$ cat src/rtl/sev_seg_scan_ctrl.sv
// Four-digit multiplexed 7-seg scan: per-slot blanking, frame-aligned double buffer, leading-zero blanking.
// Outputs registered, one cycle behind the prescaler; a load while busy is dropped (no queueing).
module sev_seg_scan_ctrl #(
    parameter int SCAN_DIV  = 50000,
    parameter int BLANK_CYC = 16
) (
    input  logic        clk,
    input  logic        reset_n,
    input  logic        load,
    input  logic [15:0] digits_in,
    input  logic        lz_blank_en,
    output logic        busy,
    output logic        load_ack,
    output logic        frame_start,
    output logic [3:0]  led_enable,
    output logic [3:0]  digit_val
);

    localparam int CW = $clog2(SCAN_DIV);
    localparam logic [CW-1:0] CNT_LAST  = CW'(SCAN_DIV - 1);
    localparam logic [CW-1:0] CNT_BLANK = CW'(BLANK_CYC);

    typedef enum logic {
        PH_BLANK,
        PH_DRIVE
    } phase_t;

    logic [CW-1:0] cnt;
    logic [1:0]    slot;
    phase_t        phase;
    logic [15:0]   active_buf;
    logic [15:0]   shadow_buf;

    logic          drive_next;
    logic          suppress;
    logic          commit;
    logic [3:0]    slot_nib;
    logic [3:0]    slot_pat;

    // phase holds the unmasked blank/drive state of the previous cycle within the slot
    always_comb begin
        drive_next = (cnt == CNT_BLANK) || ((cnt != '0) && (phase == PH_DRIVE));
        commit     = (slot == 2'd3) && (cnt == CNT_LAST);
        slot_nib   = active_buf[3:0];
        slot_pat   = 4'b1110;
        suppress   = 1'b0;
        case (slot)
            2'd0: begin
                slot_nib = active_buf[15:12];
                slot_pat = 4'b0111;
                suppress = lz_blank_en && (active_buf[15:12] == 4'h0);
            end
            2'd1: begin
                slot_nib = active_buf[11:8];
                slot_pat = 4'b1011;
                suppress = lz_blank_en && (active_buf[15:8] == 8'h00);
            end
            2'd2: begin
                slot_nib = active_buf[7:4];
                slot_pat = 4'b1101;
                suppress = lz_blank_en && (active_buf[15:4] == 12'h000);
            end
            default: begin
                slot_nib = active_buf[3:0];
                slot_pat = 4'b1110;
                suppress = 1'b0;
            end
        endcase
    end

    always_ff @(posedge clk or negedge reset_n) begin
        if (!reset_n) begin
            cnt         <= '0;
            slot        <= 2'd0;
            phase       <= PH_BLANK;
            active_buf  <= 16'h0000;
            shadow_buf  <= 16'h0000;
            busy        <= 1'b0;
            load_ack    <= 1'b0;
            frame_start <= 1'b0;
            led_enable  <= 4'hF;
            digit_val   <= 4'h0;
        end else begin
            cnt <= (cnt == CNT_LAST) ? '0 : cnt + 1'b1;
            if (cnt == CNT_LAST) begin
                slot <= slot + 2'd1;
            end
            phase       <= drive_next ? PH_DRIVE : PH_BLANK;
            led_enable  <= (drive_next && !suppress) ? slot_pat : 4'hF;
            digit_val   <= slot_nib;
            frame_start <= (slot == 2'd0) && (cnt == '0);
            load_ack    <= commit && busy;

            // a load arriving in the commit cycle is dropped because busy is still set
            if (commit && busy) begin
                active_buf <= shadow_buf;
                busy       <= 1'b0;
            end else if (load && !busy) begin
                shadow_buf <= digits_in;
                busy       <= 1'b1;
            end
        end
    end

endmodule

$ cat config.mk
export PLATFORM = sky130hd
export DESIGN_NAME = sev_seg_scan_ctrl
export DESIGN_NICKNAME = d
export VERILOG_FILES = /design/src/rtl/sev_seg_scan_ctrl.sv
export SDC_FILE = /design/constraint.sdc
export NUM_CORES = 1
export LEC_CHECK = 0
export ABC_AREA = 1
export BUFFER_PORTS_ARGS = -buffer_cell sky130_fd_sc_hd__buf_2
export CAP_MARGIN = 20
export CORE_MARGIN = 4
export CORE_UTILIZATION = 55
export CTS_BUF_LIST = sky130_fd_sc_hd__clkbuf_4 sky130_fd_sc_hd__clkbuf_8
export DETAILED_ROUTE_END_ITERATION = 8
export PLACE_DENSITY_LB_ADDON = 0.1
export SETUP_SLACK_MARGIN = 0.5
export SLEW_MARGIN = 20
export SYNTH_ARGS = -nofsm -noshare
export SYNTH_HDL_FRONTEND = slang
export SYNTH_SLANG_ARGS = --single-unit
$ cat constraint.sdc
create_clock -name clk -period 2.1 [get_ports clk]
set_input_delay 0.63 -clock clk [delete_from_list [all_inputs] [get_ports clk]]
set_output_delay 0.63 -clock clk [all_outputs]
set_load 0.02 [all_outputs]
==> results of run 1 <==
## timing repair
| item | CTS | global route |
|---|---|---|
| endpoints found under the setup margin | 25 | 34 |
| endpoints found under the hold margin | 0 | 0 |
| gates cloned | 0 | 1 |
| pin swaps | 0 | 2 |
| setup buffers | 0 | 3 |
| gates resized for setup | 11 | 7 |
## path summary, 6_finish.rpt
path                                from            end  slack [ps]  depth (start not counted)
hold reg to reg            active_buf[1]  active_buf[1]         490                          2
max in group asynchronous        reset_n  led_enable[2]        1370                          2
setup / recovery           led_enable[1]  led_enable[1]         480                          1
min in group clk           active_buf[1]  active_buf[1]         490                          2
hold / removal                   reset_n         cnt[2]         180                          1
setup reg to reg                  cnt[1]        slot[0]         560                          8
## power groups by stage
stage | Clock (W) | Sequential [W] | Combinational [W]
global placement | 0 | 0.00126 | 0.0000742
CTS | 0.00110 | 0.00124 | 0.0000781
detailed placement | 0 | 0.00126 | 0.0000769
global route | 0.00115 | 0.00124 | 0.0000852
floorplan | 0 | 0.00126 | 0.0000252
finish | 0.00109 | 0.00124 | 0.0000748
## Yosys cell counts (5+ instances only)
cell type	count
nand2_1	88
dfrtp_1	58
nor2_1	42
inv_1	26
nand4_1	18
mux2_2	16
nand3_1	16
ha_1	8
xor2_1	8
a21oi_1	5
nor3_1	5
o21ai_0	5
## cell families (layout without fill, tap and decap cells)
kind of cell | after synthesis | after routing
and+or+nand+nor | 177 | 178
DFF | 62 | 62
buffers and inverters | 37 | 85
muxes | 16 | 16
AOI/OAI and AO/OA | 12 | 12
xor gates and xnor gates | 9 | 9
adders and majority gates | 8 | 8
## cells in the final DEF, fill, tap and decap left out, drive strengths merged, types with 4 or more instances in the layout
| cell | instances |
|---|---|
| nand2 | 88 |
| dfrtp | 58 |
| nor2 | 42 |
| buf | 40 |
| inv | 30 |
| nand3 | 19 |
| nand4 | 18 |
| mux2 | 16 |
| clkbuf | 10 |
| xor2 | 8 |
| ha | 8 |
| nor3 | 6 |
| a21oi | 5 |
| o21ai | 5 |
| dfstp | 4 |
## state kept, by name (all words and copies together), names as in the netlist
name and cells:
load_ack 1, busy 1, digit_val 4, shadow_buf 16, phase 1, active_buf 16
cnt 16, led_enable 4, frame_start 1, slot 2
## metal layers
layer,wire [um],GRT usage,share of wire,vias up
li1,-,-,-,1131
met2,3150,0.360,0.52,59
met1,2510,0.239,0.41,1084
met3,262,0.0404,0.043,19
met5,0,0,0,-
met4,185,0.130,0.030,0
## area by class of cell
cell class	count	share of cell area
inverter	29	0.0313
timing repair buffer	40	0.0766
tap	70	0.0252
clock inverter	6	0.0198
clock buffer	10	0.0395
multi-input combinational	223	0.361
sequential	62	0.447
## stage by stage
step | total power, W | area (um2)
floorplan | 0.00128 | 2900
global placement | 0.00133 | 3170
detailed placement | 0.00134 | 3170
CTS | 0.00242 | 3410
global route | 0.00247 | 3480
finish | 0.00240 | 3480
==> impl_metrics.ini, run 1 <==
[worst_setup_path]
critPathRequiredTime_ps = 1470
crit_type = reg -> out
start_kind = flop
critPathSlowestCell = dfstp_2
cp_num_buf_inv = 1
cp-end-kind = output pin
crit_fanout = 1
worstPathCellList = buf_6
cpPeakStageDelay_ps = 540
worstPathArrival_ps = 990
cp_top_family = flip-flops

[synth]
synth.avg_cell_area_um2 = 9.03
synth_cells = 321
synth_nets = 349
synth_edf_count = 0
synthTopCellsByArea = dfrtp_1 50%, nand2_1 11%, mux2_2 6.2%
synthFlopType = dfrtp_1
synthArstFlopShare = 1.00
synth_seq_cells = 62
synth_top_family_by_area = simple AND/OR/NAND/NOR gates
yosys.area_share.simple = 0.268
synth_area_leader_cell = dfrtp_1
synth-compound-area-share = 0.0216
yosys.area_share.xor_xnor = 0.0272
synthAdderAreaFrac = 0.0345
yosysSeqAreaShare = 0.537
syn-cell-area_um2 = 2900
synth_cell_types = 24
yosysWarnings = 0
yosysTopAreaCellShare = 0.501
synthMuxAreaShare = 0.0622

[timing]
worst_slew_pin_slew_ps = 338
hold_violations = 0
timing.final.crit_share = 0.774
fmax_mhz = 616
holdWs_ps = 176
setup_tns_ps = 0
slew_viol_final = 0
rsz0062_at_grt = true
setup_slack_ps = 475
fin_crit_ps = 1620
maxSlewHeadroom = 0.775
skew_ps = 7.96
final-setup-viol-count = 0

[die]
core_area_um2 = 5110
fp-row-count = 26
initial_utilization = 0.567
die_w_um = 80.6
ios = 31
die-area_um2 = 6490
chipHeight_um = 80.6

[power]
internal_power_w = 0.00185
powerDensity_nw_per_um2 = 689
p_sw_w = 0.000548
peakVddDrop_v = 0.000487
p_sw_frac = 0.229
clock_power_share = 0.453
combPwrFrac = 0.031
seq_power_share = 0.516
p_leak_nw = 1.81

[grt]
overflow = 0
grt_pass1_vias = 2288
track_usage = 0.210
antenna_found_initial = 0
grt_max_degree = 34
grt_pass1_wl_um = 10100

[clocking]
htreeDepth = 3
clk_pin_slew_worst_paths_ps = 70
hold_buffers = 0
cts.sinks = 62
cts_tree = done
insertion_delay_ps = 350
root_buffer = clkbuf_8
numCtsBuffers = 9
clockBufferDepth = 2

[placed_design]
place_ws_ps = 382
portBuffers = 30
dp_hpwl_um = 4310
post-place-cells = 420
globalplace.congestion = 0.916

[drt]
drc = 0
wl_per_cell_um = 13.9
drt_iter0_drc = 140
dr_total_vias = 2293
avgViaCountPerCell = 5.21
ant_nets = 0
drt_pre_antenna_iters = 4
routed_wl_um = 6100

[cells_and_area]
num-fill-cells = 437
utilization = 0.682
multiInputGateArea_um2 = 1250
nets = 393
diodes = 0
drive_above_1_share = 0.235
syn_to_final_growth_pct = 20.1
instances_no_fill = 440
regArea_um2 = 1560

[min_path]
hp-class = in -> async

[job]
cap_violations = 0

[run_status]
status = complete, no violations
Power figures use the tool's default switching activity.
==> run 2, diff against run 1 <==
clock period = 1.6 ns   (was 2.1 ns; I/O delays follow)
==> impl_metrics.ini, run 2 (synthesis results as in run 1) <==
[worst_setup_path]
r2r_cells = 7
worstPathArrival_ps = 990
worstPathCellList = buf_6
cp-end-kind = output pin
crit_fanout = 1
critPathSlowestCell = dfstp_2
cpPeakStageDelay_ps = 540
cp_num_buf_inv = 1
crit_cells = 1
start_kind = flop
crit_type = reg -> out
critPathRequiredTime_ps = 1120
cp_top_family = flip-flops

[die]
initial_utilization = 0.567
core_area_um2 = 5110
die-area_um2 = 6490
die_w_um = 80.6
fp-row-count = 26
chipHeight_um = 80.6
ios = 31

[power]
powerDensity_nw_per_um2 = 747
p_leak_nw = 2.10
peakVddDrop_v = 0.000611

[cells_and_area]
mostFrequentLayoutCell = nand2_1
drive_above_1_share = 0.463
syn_to_final_growth_pct = 46.5
largestRegisters = active_buf (16), cnt (16), shadow_buf (16)
final_cell_mix = 69 x nand2_1, 51 x dfrtp_1, 26 x nor2_1
diodes = 0
utilization = 0.831
nets = 420

[grt]
grt_max_degree = 63
antenna_found_initial = 0
track_usage = 0.256
grt_pass1_wl_um = 12300
overflow = 0
grt_pass1_vias = 2561

[clocking]
cts_tree = done
clk_pin_slew_worst_paths_ps = 70
insertion_delay_ps = 340
clockBufferDepth = 2
htreeDepth = 3
root_buffer = clkbuf_8
numCtsBuffers = 9
cts.sinks = 62

[drt]
routed_wl_um = 8150
drc = 0
drt_pre_antenna_iters = 4
wl_per_cell_um = 17.5
ant_nets = 0
avgViaCountPerCell = 5.45
drt_iter0_drc = 177
dr_total_vias = 2546

[timing]
skew_ps = 10.4
final-setup-viol-count = 0
hold_violations = 0
worst_slew_pin_slew_ps = 328
slew_viol_final = 0
timing.final.crit_share = 0.921
rsz0062_at_grt = true
setup_tns_ps = 0
fin_crit_ps = 1470
fmax_mhz = 679
maxSlewHeadroom = 0.782

[run_status]
status = complete, no violations

[min_path]
hp-class = in -> async

[placed_design]
portBuffers = 30
dp_hpwl_um = 4160
globalplace.congestion = 0.919

[job]
cap_violations = 0
[run 2: power breakdown]
group	internal (W)	switching, W	leakage, nW
clock	0.000815	0.000611	0.108
sequential	0.00160	0.0000217	0.804
combinational	0.0000638	0.0000534	1.19
total	0.00248	0.000686	2.10
[run 2: what timing repair did]
action / in CTS / in global routing
cloned: 4 / 0
hold buffers: 0 / 0
pin swaps: 27 / 12
setup endpoints to repair: 71 / 72
resized for setup: 98 / 50
setup buffers: 17 / 10
[run 2: worst paths after layout]
kind / startpoint / endpoint / slack [ps]
worst max-delay path: led_enable[1] / led_enable[1] / 130
worst min-delay path: reset_n / cnt[13] / 140
worst max register to register: cnt[7] / cnt[12] / 130
worst min register to register: active_buf[9] / active_buf[9] / 500
max in group asynchronous: reset_n / led_enable[3] / 1170
min in group clk: digits_in[1] / shadow_buf[1] / 370
[run 2: layout make-up]
cell class	instances	area (um2)
Sequential cell	62	1570
Tap cell	70	87.6
Fill cell	281	863
Multi-Input combinational cell	225	1670
Clock inverter	3	43.8
Inverter	29	144
Timing Repair Buffer	65	576
Clock buffer	13	160
[run 2: metrics by stage]
stage | power [W] | setup WS, ps | cell area [um2] | hold WS (ps) | cells
floorplan | 0.00170 | 112 | 3010 | 184 | 321
global placement | 0.00176 | 111 | 3250 | 457 | 420
detailed placement | 0.00177 | 102 | 3250 | 473 | 420
CTS | 0.00316 | 139 | 3970 | 151 | 457
global route | 0.00329 | 27.0 | 4240 | 147 | 467
finish | 0.00317 | 127 | 4240 | 136 | 467
[run 2: metal layers]
metal / vias up / share of wire / track usage
met1: 1238 / 0.38 / 0.284
li1: 1194 / - / -
met3: 29 / 0.039 / 0.0549
met2: 85 / 0.54 / 0.471
met4: 0 / 0.041 / 0.103
met5: - / 0 / 0
==> run 3, diff against run 2 <==
CTS_BUF_LIST = sky130_fd_sc_hd__clkbuf_2   (was sky130_fd_sc_hd__clkbuf_4 sky130_fd_sc_hd__clkbuf_8)
clock period = 1.4 ns   (was 1.6 ns; I/O delays follow)
==> impl_metrics.ini, run 3 (synthesis results as in run 1) <==
[run_status]
status = complete, but fails checks
failed_checks = negative setup slack

[worst_setup_path]
worstPathArrival_ps = 1170
cpPeakStageDelay_ps = 560
crit_type = reg -> out
critPathRequiredTime_ps = 980
setup.worst_path.start = led_enable[0]
critPathSlowestCell = dfstp_2
cp_num_buf_inv = 1
reg2reg_from = cnt[0]
cp_top_family = flip-flops
cp-end-kind = output pin
worstPathCellList = buf_6
start_kind = flop
crit_fanout = 1

[clocking]
clockBufferDepth = 2
root_buffer = clkbuf_2
clk_pin_slew_worst_paths_ps = 170
htreeDepth = 3
numCtsBuffers = 9
insertion_delay_ps = 510
cts_tree = done
cts.sinks = 62

[grt]
track_usage = 0.250
grt_pass1_vias = 2561
grt_pass1_wl_um = 12100
overflow = 0
antenna_found_initial = 0
grt_max_degree = 63

[cells_and_area]
final_area_um2 = 4420
diodes = 0
drive_above_1_share = 0.515
utilization = 0.866
nets = 433
largestRegisters = active_buf (16), cnt (16), shadow_buf (16)
syn_to_final_growth_pct = 52.7
num-fill-cells = 243
final_cell_mix = 55 x nand2_1, 55 x dfrtp_1, 28 x buf_4

[power]
peakVddDrop_v = 0.000938
powerDensity_nw_per_um2 = 738
power_w = 0.00326
p_leak_nw = 2.21

[timing]
worst_slew_pin_slew_ps = 331
setup_slack_ps = -192
fmax_mhz = 628
timing.final.crit_share = 1.14
slew_viol_final = 0
fin_crit_ps = 1590
maxSlewHeadroom = 0.780
rsz0062_at_grt = true
skew_ps = 31.1
final-setup-viol-count = 46
hold_violations = 0

[die]
core_area_um2 = 5110
fp-row-count = 26
initial_utilization = 0.567
die_w_um = 80.6
die-area_um2 = 6490
chipHeight_um = 80.6
ios = 31

[drt]
drt_iter0_drc = 235
avgViaCountPerCell = 5.72
routed_wl_um = 8970
drt_pre_antenna_iters = 7
drc = 0
dr_total_vias = 2747
wl_per_cell_um = 18.7
ant_nets = 0

[min_path]
hp-class = in -> reg
min-delay-start = digits_in[13]

[placed_design]
dp_hpwl_um = 4500
globalplace.congestion = 0.881
portBuffers = 30
placement.cell_area_um2 = 3450

[job]
cap_violations = 0
==> run 3: routing by layer <==
| metal | track usage | up-vias | wire, um |
|---|---|---|---|
| li1 | - | 1225 | - |
| met1 | 0.277 | 1363 | 3360 |
| met2 | 0.445 | 115 | 4720 |
| met3 | 0.0504 | 44 | 420 |
| met4 | 0.139 | 0 | 471 |
| met5 | 0 | - | 0 |
==> run 3: through the flow <==
| stage | hold slack, ps | setup TNS, ps | cells | setup WS (ps) |
|---|---|---|---|---|
| floorplan | 124 | -1160 | 321 | -91.1 |
| global placement | 447 | 0 | 437 | 10.7 |
| detailed placement | 451 | -248 | 437 | -42.2 |
| CTS | 129 | -2240 | 471 | -194 |
| global route | 117 | -5860 | 480 | -214 |
| finish | 130 | -3640 | 480 | -192 |
==> run 3: area by class of cell <==
class,instances,area [um2],share of cell area
repair buffers,78,694,0.157
flip-flops and latches,62,1560,0.353
clock inverters,5,73.8,0.0167
inverters,29,146,0.0331
clock buffers,11,55.1,0.0124
multi-input cells,225,1810,0.408
well taps,70,87.6,0.0198
==> run 3: power breakdown <==
group          internal (W)  switching [W]  leakage, nW  total, W
registers           0.00183      0.0000258        0.810   0.00186
logic             0.0000823      0.0000631         1.31  0.000145
clock network      0.000595       0.000663       0.0833   0.00126
==> run 3: worst paths after layout <==
check	to	slack, ps	cells past startpoint
setup reg to reg	active_buf[6]	-140	7
hold / removal	shadow_buf[13]	130	2
hold reg to reg	active_buf[9]	520	2
min in group asynchronous	cnt[6]	410	3
setup / recovery	led_enable[0]	-190	1
max in group asynchronous	led_enable[1]	660	3
==> run 3: what timing repair did <==
item	CTS	global route
gates resized for setup	98	61
setup buffers	13	9
endpoints found under the setup margin	72	73
pin swaps	44	30
endpoints found under the hold margin	58	0
cloned	4	0
hold buffers	1	0
